--- config.mk ---
export PLATFORM = sky130hd
export DESIGN_NAME = aibcr3_dll_code_ctrl
export DESIGN_NICKNAME = d
export VERILOG_FILES = /design/src/rtl/aibcr3_dll_pkg.sv /design/src/rtl/aibcr3_dll_vote_acc.sv /design/src/rtl/aibcr3_dll_code_ctrl.sv
export SDC_FILE = /design/constraint.sdc
export NUM_CORES = 1
export LEC_CHECK = 0
export ABC_AREA = 1
export BUFFER_PORTS_ARGS = -buffer_cell sky130_fd_sc_hd__buf_4
export CORE_ASPECT_RATIO = 1.1
export CORE_MARGIN = 2
export CORE_UTILIZATION = 61
export CTS_CLUSTER_DIAMETER = 60
export DETAILED_ROUTE_END_ITERATION = 12
export PLACE_DENSITY_LB_ADDON = 0.25
export SYNTH_ARGS = -nofsm -noshare
export SYNTH_HDL_FRONTEND = slang
export SYNTH_HIERARCHICAL = 1
export SYNTH_SLANG_ARGS = --single-unit
--- constraint.sdc ---
create_clock -name clk -period 2.15 [get_ports clk]
set_input_delay 0.1075 -clock clk [delete_from_list [all_inputs] [get_ports clk]]
set_output_delay 0.1075 -clock clk [all_outputs]
set_load 0.02 [all_outputs]
--- src/rtl/aibcr3_dll_pkg.sv ---
// Shared definitions for the DLL delay-code controller: code field widths,
// FSM state encoding, coarse step size and the binary-to-gray helper.
package aibcr3_dll_pkg;

    localparam int unsigned CODE_W      = 10;
    localparam int unsigned COARSE_W    = 7;
    localparam int unsigned FINE_W      = 3;
    localparam int unsigned COARSE_STEP = 8;

    // Legacy state encodings, kept so existing netlist probes still decode.
    localparam logic [1:0] ST_IDLE_ENC   = 2'd0;
    localparam logic [1:0] ST_SETTLE_ENC = 2'd1;
    localparam logic [1:0] ST_SAMPLE_ENC = 2'd2;
    localparam logic [1:0] ST_UPDATE_ENC = 2'd3;

    typedef enum logic [1:0] {
        ST_IDLE   = ST_IDLE_ENC,
        ST_SETTLE = ST_SETTLE_ENC,
        ST_SAMPLE = ST_SAMPLE_ENC,
        ST_UPDATE = ST_UPDATE_ENC
    } dll_state_e;

    // Gray encode; narrower fields are zero-extended in and truncated out.
    function automatic logic [COARSE_W-1:0] bin2gray(input logic [COARSE_W-1:0] b);
        return b ^ (b >> 1);
    endfunction

endpackage

--- src/rtl/aibcr3_dll_vote_acc.sv ---
// Phase-detector vote accumulator: signed running sum of +1/-1 votes and a
// sample counter. done_o flags the sample that completes a VOTE_N window,
// so the accumulator already holds the full sum on the following cycle.
module aibcr3_dll_vote_acc #(
    parameter int unsigned VOTE_N = 16
) (
    input  logic                              clk,
    input  logic                              rst,
    input  logic                              clear_i,
    input  logic                              sample_i,
    input  logic                              up_i,
    output logic signed [$clog2(VOTE_N)+1:0]  acc_o,
    output logic                              done_o
);

    localparam int unsigned ACC_W = $clog2(VOTE_N) + 2;
    localparam int unsigned CNT_W = $clog2(VOTE_N) + 1;
    localparam logic signed [ACC_W-1:0] ONE = 1;

    logic signed [ACC_W-1:0] acc_q, acc_d;
    logic [CNT_W-1:0]        cnt_q, cnt_d;

    assign done_o = sample_i && (cnt_q == CNT_W'(VOTE_N - 1));
    assign acc_o  = acc_q;

    // Next-state for the vote sum and window sample count
    always_comb begin
        acc_d = acc_q;
        cnt_d = cnt_q;
        if (clear_i) begin
            acc_d = '0;
            cnt_d = '0;
        end else if (sample_i) begin
            acc_d = up_i ? acc_q + ONE : acc_q - ONE;
            cnt_d = done_o ? '0 : cnt_q + CNT_W'(1);
        end
    end

    // Accumulator and counter registers
    always_ff @(posedge clk) begin
        if (rst) begin
            acc_q <= '0;
            cnt_q <= '0;
        end else begin
            acc_q <= acc_d;
            cnt_q <= cnt_d;
        end
    end

endmodule

--- src/rtl/aibcr3_dll_code_ctrl.sv ---
// DLL delay-code controller: settles, collects a window of phase-detector
// votes, then nudges a 10-bit delay code and drives its gray-coded coarse
// and fine fields to the delay line. Tracks direction reversals for lock.
// Optional AIBCR3_DLL_COARSE_STEP_EN: steps by a full coarse step until the
// first direction reversal after reset or enable rising edge.
module aibcr3_dll_code_ctrl
    import aibcr3_dll_pkg::*;
#(
    parameter logic [CODE_W-1:0] CODE_MAX   = 10'd511,
    parameter int unsigned       SETTLE_CYC = 8,
    parameter int unsigned       VOTE_N     = 16,
    parameter int unsigned       LOCK_REV   = 4
) (
    input  logic                clk,
    input  logic                rst,
    input  logic                enable,
    input  logic [CODE_W-1:0]   init_code,
    input  logic                pd_valid,
    input  logic                pd_up,
    output logic [COARSE_W-1:0] sm_grey,
    output logic [FINE_W-1:0]   sm_igray,
    output logic                code_valid,
    output logic                locked,
    output logic                sat
);

    localparam int unsigned ACC_W  = $clog2(VOTE_N) + 2;
    localparam int unsigned SET_W  = $clog2(SETTLE_CYC + 1);
    localparam int unsigned REV_W  = $clog2(LOCK_REV + 1);
    localparam int unsigned SAME_W = $clog2(2 * LOCK_REV + 1);

    dll_state_e           state_q, state_d;
    logic [CODE_W-1:0]    code_q, code_d, init_clamped, step, code_up, code_dn;
    logic [COARSE_W-1:0]  grey_q;
    logic [FINE_W-1:0]    igray_q;
    logic                 cv_q, cv_d, locked_q, locked_d, sat_q, sat_d, en_q;
    logic [SET_W-1:0]     settle_q, settle_d;
    logic [REV_W-1:0]     rev_q, rev_d;
    logic [SAME_W-1:0]    same_q, same_d;
    logic                 prev_up_q, prev_up_d, have_prev_q, have_prev_d;
    logic signed [ACC_W-1:0] acc;
    logic                 acc_done, sample_en, acc_clear;
    logic                 dir_up, dir_dn, upd_active, reversal;

    assign init_clamped = (init_code > CODE_MAX) ? CODE_MAX : init_code;
    assign sample_en    = enable && (state_q == ST_SAMPLE) && pd_valid;
    assign acc_clear    = !enable || (state_q == ST_UPDATE) || (state_q == ST_IDLE);

    aibcr3_dll_vote_acc #(.VOTE_N(VOTE_N)) u_vote (
        .clk      (clk),
        .rst      (rst),
        .clear_i  (acc_clear),
        .sample_i (sample_en),
        .up_i     (pd_up),
        .acc_o    (acc),
        .done_o   (acc_done)
    );

    assign dir_up     = acc > 0;
    assign dir_dn     = acc < 0;
    assign upd_active = enable && (state_q == ST_UPDATE);
    assign reversal   = upd_active && (dir_up || dir_dn) && have_prev_q && (dir_up != prev_up_q);

`ifdef AIBCR3_DLL_COARSE_STEP_EN
    logic fast_q;

    // Fast acquisition armed on reset/enable rise, dropped at first reversal
    always_ff @(posedge clk) begin
        if (rst)                   fast_q <= 1'b1;
        else if (enable && !en_q)  fast_q <= 1'b1;
        else if (reversal)         fast_q <= 1'b0;
    end

    assign step = fast_q ? CODE_W'(COARSE_STEP) : CODE_W'(1);
`else
    assign step = CODE_W'(1);
`endif

    // Saturating candidates; the clamp can land short of a full step
    assign code_up = ((CODE_MAX - code_q) < step) ? CODE_MAX : code_q + step;
    assign code_dn = (code_q < step) ? '0 : code_q - step;

    // FSM sequencing, code update and lock/saturation bookkeeping
    always_comb begin
        state_d     = state_q;
        code_d      = code_q;
        cv_d        = 1'b0;
        locked_d    = locked_q;
        sat_d       = sat_q;
        settle_d    = settle_q;
        rev_d       = rev_q;
        same_d      = same_q;
        prev_up_d   = prev_up_q;
        have_prev_d = have_prev_q;
        if (!enable) begin
            state_d  = ST_IDLE;
            settle_d = '0;
            locked_d = 1'b0;
        end else begin
            case (state_q)
                ST_IDLE: begin
                    state_d  = ST_SETTLE;
                    settle_d = '0;
                    if (!en_q) begin
                        code_d      = init_clamped;
                        cv_d        = 1'b1;
                        locked_d    = 1'b0;
                        rev_d       = '0;
                        same_d      = '0;
                        prev_up_d   = 1'b0;
                        have_prev_d = 1'b0;
                    end
                end
                ST_SETTLE: begin
                    if (settle_q == SET_W'(SETTLE_CYC - 1)) begin
                        state_d  = ST_SAMPLE;
                        settle_d = '0;
                    end else begin
                        settle_d = settle_q + SET_W'(1);
                    end
                end
                ST_SAMPLE: begin
                    if (acc_done) state_d = ST_UPDATE;
                end
                ST_UPDATE: begin
                    state_d  = ST_SETTLE;
                    settle_d = '0;
                    if (dir_up) code_d = code_up;
                    if (dir_dn) code_d = code_dn;
                    if (dir_up || dir_dn) begin
                        cv_d  = (code_d != code_q);
                        sat_d = (code_d == code_q);
                        if (reversal) begin
                            if (rev_q != REV_W'(LOCK_REV)) rev_d = rev_q + REV_W'(1);
                            same_d = '0;
                            if (rev_d == REV_W'(LOCK_REV)) locked_d = 1'b1;
                        end else if (have_prev_q) begin
                            rev_d = '0;
                            if (same_q != SAME_W'(2 * LOCK_REV)) same_d = same_q + SAME_W'(1);
                            if (same_d == SAME_W'(2 * LOCK_REV)) locked_d = 1'b0;
                        end
                        prev_up_d   = dir_up;
                        have_prev_d = 1'b1;
                    end
                end
                default: state_d = ST_IDLE;
            endcase
        end
    end

    // State registers; gray fields registered alongside the code they encode
    always_ff @(posedge clk) begin
        if (rst) begin
            state_q     <= ST_IDLE;
            code_q      <= init_clamped;
            grey_q      <= bin2gray(init_clamped[CODE_W-1:FINE_W]);
            igray_q     <= FINE_W'(bin2gray(COARSE_W'(init_clamped[FINE_W-1:0])));
            cv_q        <= 1'b0;
            locked_q    <= 1'b0;
            sat_q       <= 1'b0;
            en_q        <= 1'b0;
            settle_q    <= '0;
            rev_q       <= '0;
            same_q      <= '0;
            prev_up_q   <= 1'b0;
            have_prev_q <= 1'b0;
        end else begin
            state_q     <= state_d;
            code_q      <= code_d;
            grey_q      <= bin2gray(code_d[CODE_W-1:FINE_W]);
            igray_q     <= FINE_W'(bin2gray(COARSE_W'(code_d[FINE_W-1:0])));
            cv_q        <= cv_d;
            locked_q    <= locked_d;
            sat_q       <= sat_d;
            en_q        <= enable;
            settle_q    <= settle_d;
            rev_q       <= rev_d;
            same_q      <= same_d;
            prev_up_q   <= prev_up_d;
            have_prev_q <= have_prev_d;
        end
    end

    assign sm_grey    = grey_q;
    assign sm_igray   = igray_q;
    assign code_valid = cv_q;
    assign locked     = locked_q;
    assign sat        = sat_q;

endmodule

==> flow_metrics.env <==
export IMPL_status="finished with violations"
export IMPL_failed_checks="design-rule violations"
export IMPL_finClkSkew_ps=6.77
export IMPL_postSynthAreaPerCell_sq_um=6.49
export IMPL_final_layout_size_suffix_gt1_share_pct=16.0
export IMPL_clockBufferDepth=2
export IMPL_cts_tree="yes"
export IMPL_crit_path_max_fanout=6
export IMPL_cts_buffers=5
export IMPL_gr_total_overflow=0
export IMPL_grt_max_degree=24
export IMPL_worstMarginPinSlew_ps=593
export IMPL_sequentialPowerShare_pct=45.4
export IMPL_dr_total_vias=3613
export IMPL_crit_required_ps=2350
export IMPL_start_kind="flip-flop"
export IMPL_synth_seq_cells=48
export IMPL_crit_type="reg2reg"
export IMPL_synth_seq_area_share_pct=27.3
export IMPL_grt_pass1_wl_um=14900
export IMPL_htreeDepth=2
export IMPL_combPwrFrac_pct=28.8
export IMPL_finalSetupViolations=0
export IMPL_num_rows=29
export IMPL_clock_latency_ps=300
export IMPL_coreArea_sq_um=5660
export IMPL_finalMaxSlewViolations=0
export IMPL_fillers=533
export IMPL_top_layer_used="met4"
export IMPL_clkPwrFrac_pct=25.8
export IMPL_synthTopCellsByArea="dfxtp_1 (27%), nand2_1 (13%), nand3_1 (8.2%)"
export IMPL_fin_crit_sh_pct=90.7
export IMPL_holdBufCountCts=0
export IMPL_synth_cells=543
export IMPL_cp_startpoint="state_q[0]$_SDFFE_PP0P_"
export IMPL_grt_setup_unrepaired="false"
export IMPL_cap_viol_max_count=0
export IMPL_synth_flop_cell="dfxtp_1"
export IMPL_power_per_cell_area_nw_per_um2=577
export IMPL_min_from="init_code[3]"
export IMPL_die_x_um=76.5
export IMPL_cts_clk_slew_worst_paths_ps=90
export IMPL_grt_pass1_vias=3485
export IMPL_drt_drc_violations_left=2
export IMPL_arrival_ps=2150
export IMPL_postSynthNetCount=576
export IMPL_wl_per_cell_um=13.3
export IMPL_io_pins=28
export IMPL_p_leak_uw=0.00185
export IMPL_holdWs_ps=94.1
export IMPL_timing_final_ws_setup_ps=200
export IMPL_fmax_mhz=513
export IMPL_finalNetCount=607
export IMPL_ant_nets=0
export IMPL_dp_slack_ps=134
export IMPL_die_area_sq_um=6400
export IMPL_gp_congestion=0.933
export IMPL_finalSetupTns_ps=0
export IMPL_synth_top_cell_by_area="dfxtp_1"
export IMPL_initial_core_util_pct=62.2
export IMPL_regToRegStartpoint="state_q[0]$_SDFFE_PP0P_"
export IMPL_yosysWarnings=6
export IMPL_fin_crit_ps=1950
export IMPL_route_met3_wl_um=397
export IMPL_grt_use_total_pct=28.1
export IMPL_synth_area_sq_um=3520
export IMPL_p_sw_uw=796
export IMPL_synthDominantCellAreaShare_pct=27.3
export IMPL_wl_um=8660
export IMPL_synth_edff_count=0
export IMPL_syn2layout_area_growth_pct=11.1
export IMPL_ir_drop_uv=482
export IMPL_clock_sinks=48
export IMPL_die_h_um=83.7
export IMPL_root_buffer="clkbuf_8"
export IMPL_antenna_found_initial=0
export IMPL_numPortBuffers=27
export IMPL_hold_viol_final=0
export IMPL_antennaDiodeCount=0
export IMPL_m1WireLength_um=3570
export IMPL_via_per_inst=5.54
export IMPL_power_switching_share_pct=35.2
export IMPL_endpoint_kind="flip-flop"
export IMPL_ys_types=41
export IMPL_drt_first_pass_iters=9
export IMPL_dp_hpwl_um=6650
export IMPL_hp_class="in2reg"
export IMPL_synth_async_reset_ratio_pct=0
export IMPL_p_int_uw=1460
export IMPL_r2r_slack_ps=200
export IMPL_power_total_uw=2260
export IMPL_drtIter0Drc=243
export IMPL_relSlewSlack_pct=60.5
export IMPL_route_met2_wl_um=4300
[power by group through the flow]
| stage | combinational, uW | clock [uW] | sequential [uW] |
|---|---|---|---|
| 2_1_floorplan | 427 | 0 | 1050 |
| 3_3_place_gp | 621 | 0 | 1040 |
| 3_5_place_dp | 631 | 0 | 1040 |
| 4_1_cts | 635 | 589 | 1020 |
| 5_1_grt | 737 | 618 | 1030 |
| 6_report | 652 | 583 | 1020 |
[per-stage QoR]
step / util (%) / area [sq um] / instances
detailed placement: 66.8 / 3780 / 642
floorplan: - / 3520 / 543
global route: 69.1 / 3910 / 652
global placement: 66.8 / 3780 / 642
finish: 69.1 / 3910 / 652
CTS: 68.5 / 3880 / 650
[timing repair]
action | in CTS | in global routing
buffers inserted | 0 | 2
resized for setup | 0 | 6
hold endpoints to repair | 0 | 0
setup endpoints to repair | 0 | 12
[cells in the mapped netlist (6+ instances only)]
cell type	instances
xor2_1	8
nor2_2	7
nand3_1	58
o211ai_1	6
inv_1	77
nor2_1	57
dfxtp_1	48
o21ai_0	26
nand4_1	8
inv_2	6
nand2_1	120
ha_1	17
nand2_2	7
nand3_2	7
a21oi_1	35
[registers in the layout (all words and copies together), names as in the netlist]
signal,count
u_vote/cnt_q,5
code_valid,1
u_vote/acc_o,6
have_prev_q,1
rev_q,3
state_q,2
sat,1
locked,1
sm_grey,6
sm_igray,2
same_q,4
settle_q,4
prev_up_q,1
code_q,10
en_q,1
[logic make-up after synthesis]
logic type | after synthesis | synth area share [%]
compound gates | 87 | 14.1
buf+inv | 98 | 11.9
flops | 48 | 27.3
xor+xnor | 12 | 2.98
simple gates | 280 | 37.1
fa+ha+maj | 18 | 6.61
[final cells by class]
type	count	area, sq um	area share, %
clock inverters	2	13.8	0.352
inverters	85	323	8.25
multi-input cells	397	2160	55.1
repair buffers	37	278	7.10
flip-flops and latches	48	963	24.6
clock buffers	6	82.6	2.11
well taps	77	96.3	2.46
[metal layers]
layer  vias to the layer above  global-route usage, %
met1                      1635                   32.7
met5                         -                      0
li1                       1813                      -
met3                        36                   4.00
met4                         0                   13.6
met2                       129                   50.3
[critical path, stage by stage, from the launching register on]
cell      delay, ps
dfxtp_1         340
inv_1           110
ha_1            280
nand2_1          80
nor2_1          180
nand3_2         110
nor2_2          130
nand2_2          80
clkinv_2         60
nor2_1           50
a21oi_1         200
nor2_1           70
o21a_1          170
[layout by cell type, fill, tap and decap left out, types with 3 or more instances in the layout]
| cell type | instances |
|---|---|
| xor2_1 | 8 |
| o211ai_1 | 6 |
| dfxtp_1 | 46 |
| nand4_1 | 8 |
| nand2_2 | 7 |
| o22ai_1 | 4 |
| nor2_2 | 7 |
| inv_2 | 6 |
| o21ai_1 | 3 |
| inv_1 | 77 |
| a21oi_1 | 35 |
| o21ai_0 | 26 |
| clkbuf_8 | 6 |
| buf_4 | 37 |
| nor3_1 | 5 |
| ha_1 | 16 |
| nand3_2 | 7 |
| nor2_1 | 56 |
| nand2_1 | 120 |
| xnor2_1 | 4 |
| nand3_1 | 58 |
| nor2_4 | 5 |
| a21oi_2 | 3 |
[worst paths after layout]
path | endpoint | cells after the start
setup reg to reg | state_q[0]$_SDFFE_PP0P_ | 12
hold / removal | code_q[3]$_DFF_P_ | 3
setup / recovery | state_q[0]$_SDFFE_PP0P_ | 12
hold reg to reg | u_vote/cnt_q[4]$_SDFFE_PP0P_ | 2
Note: power is estimated with default switching activity, not from simulation.
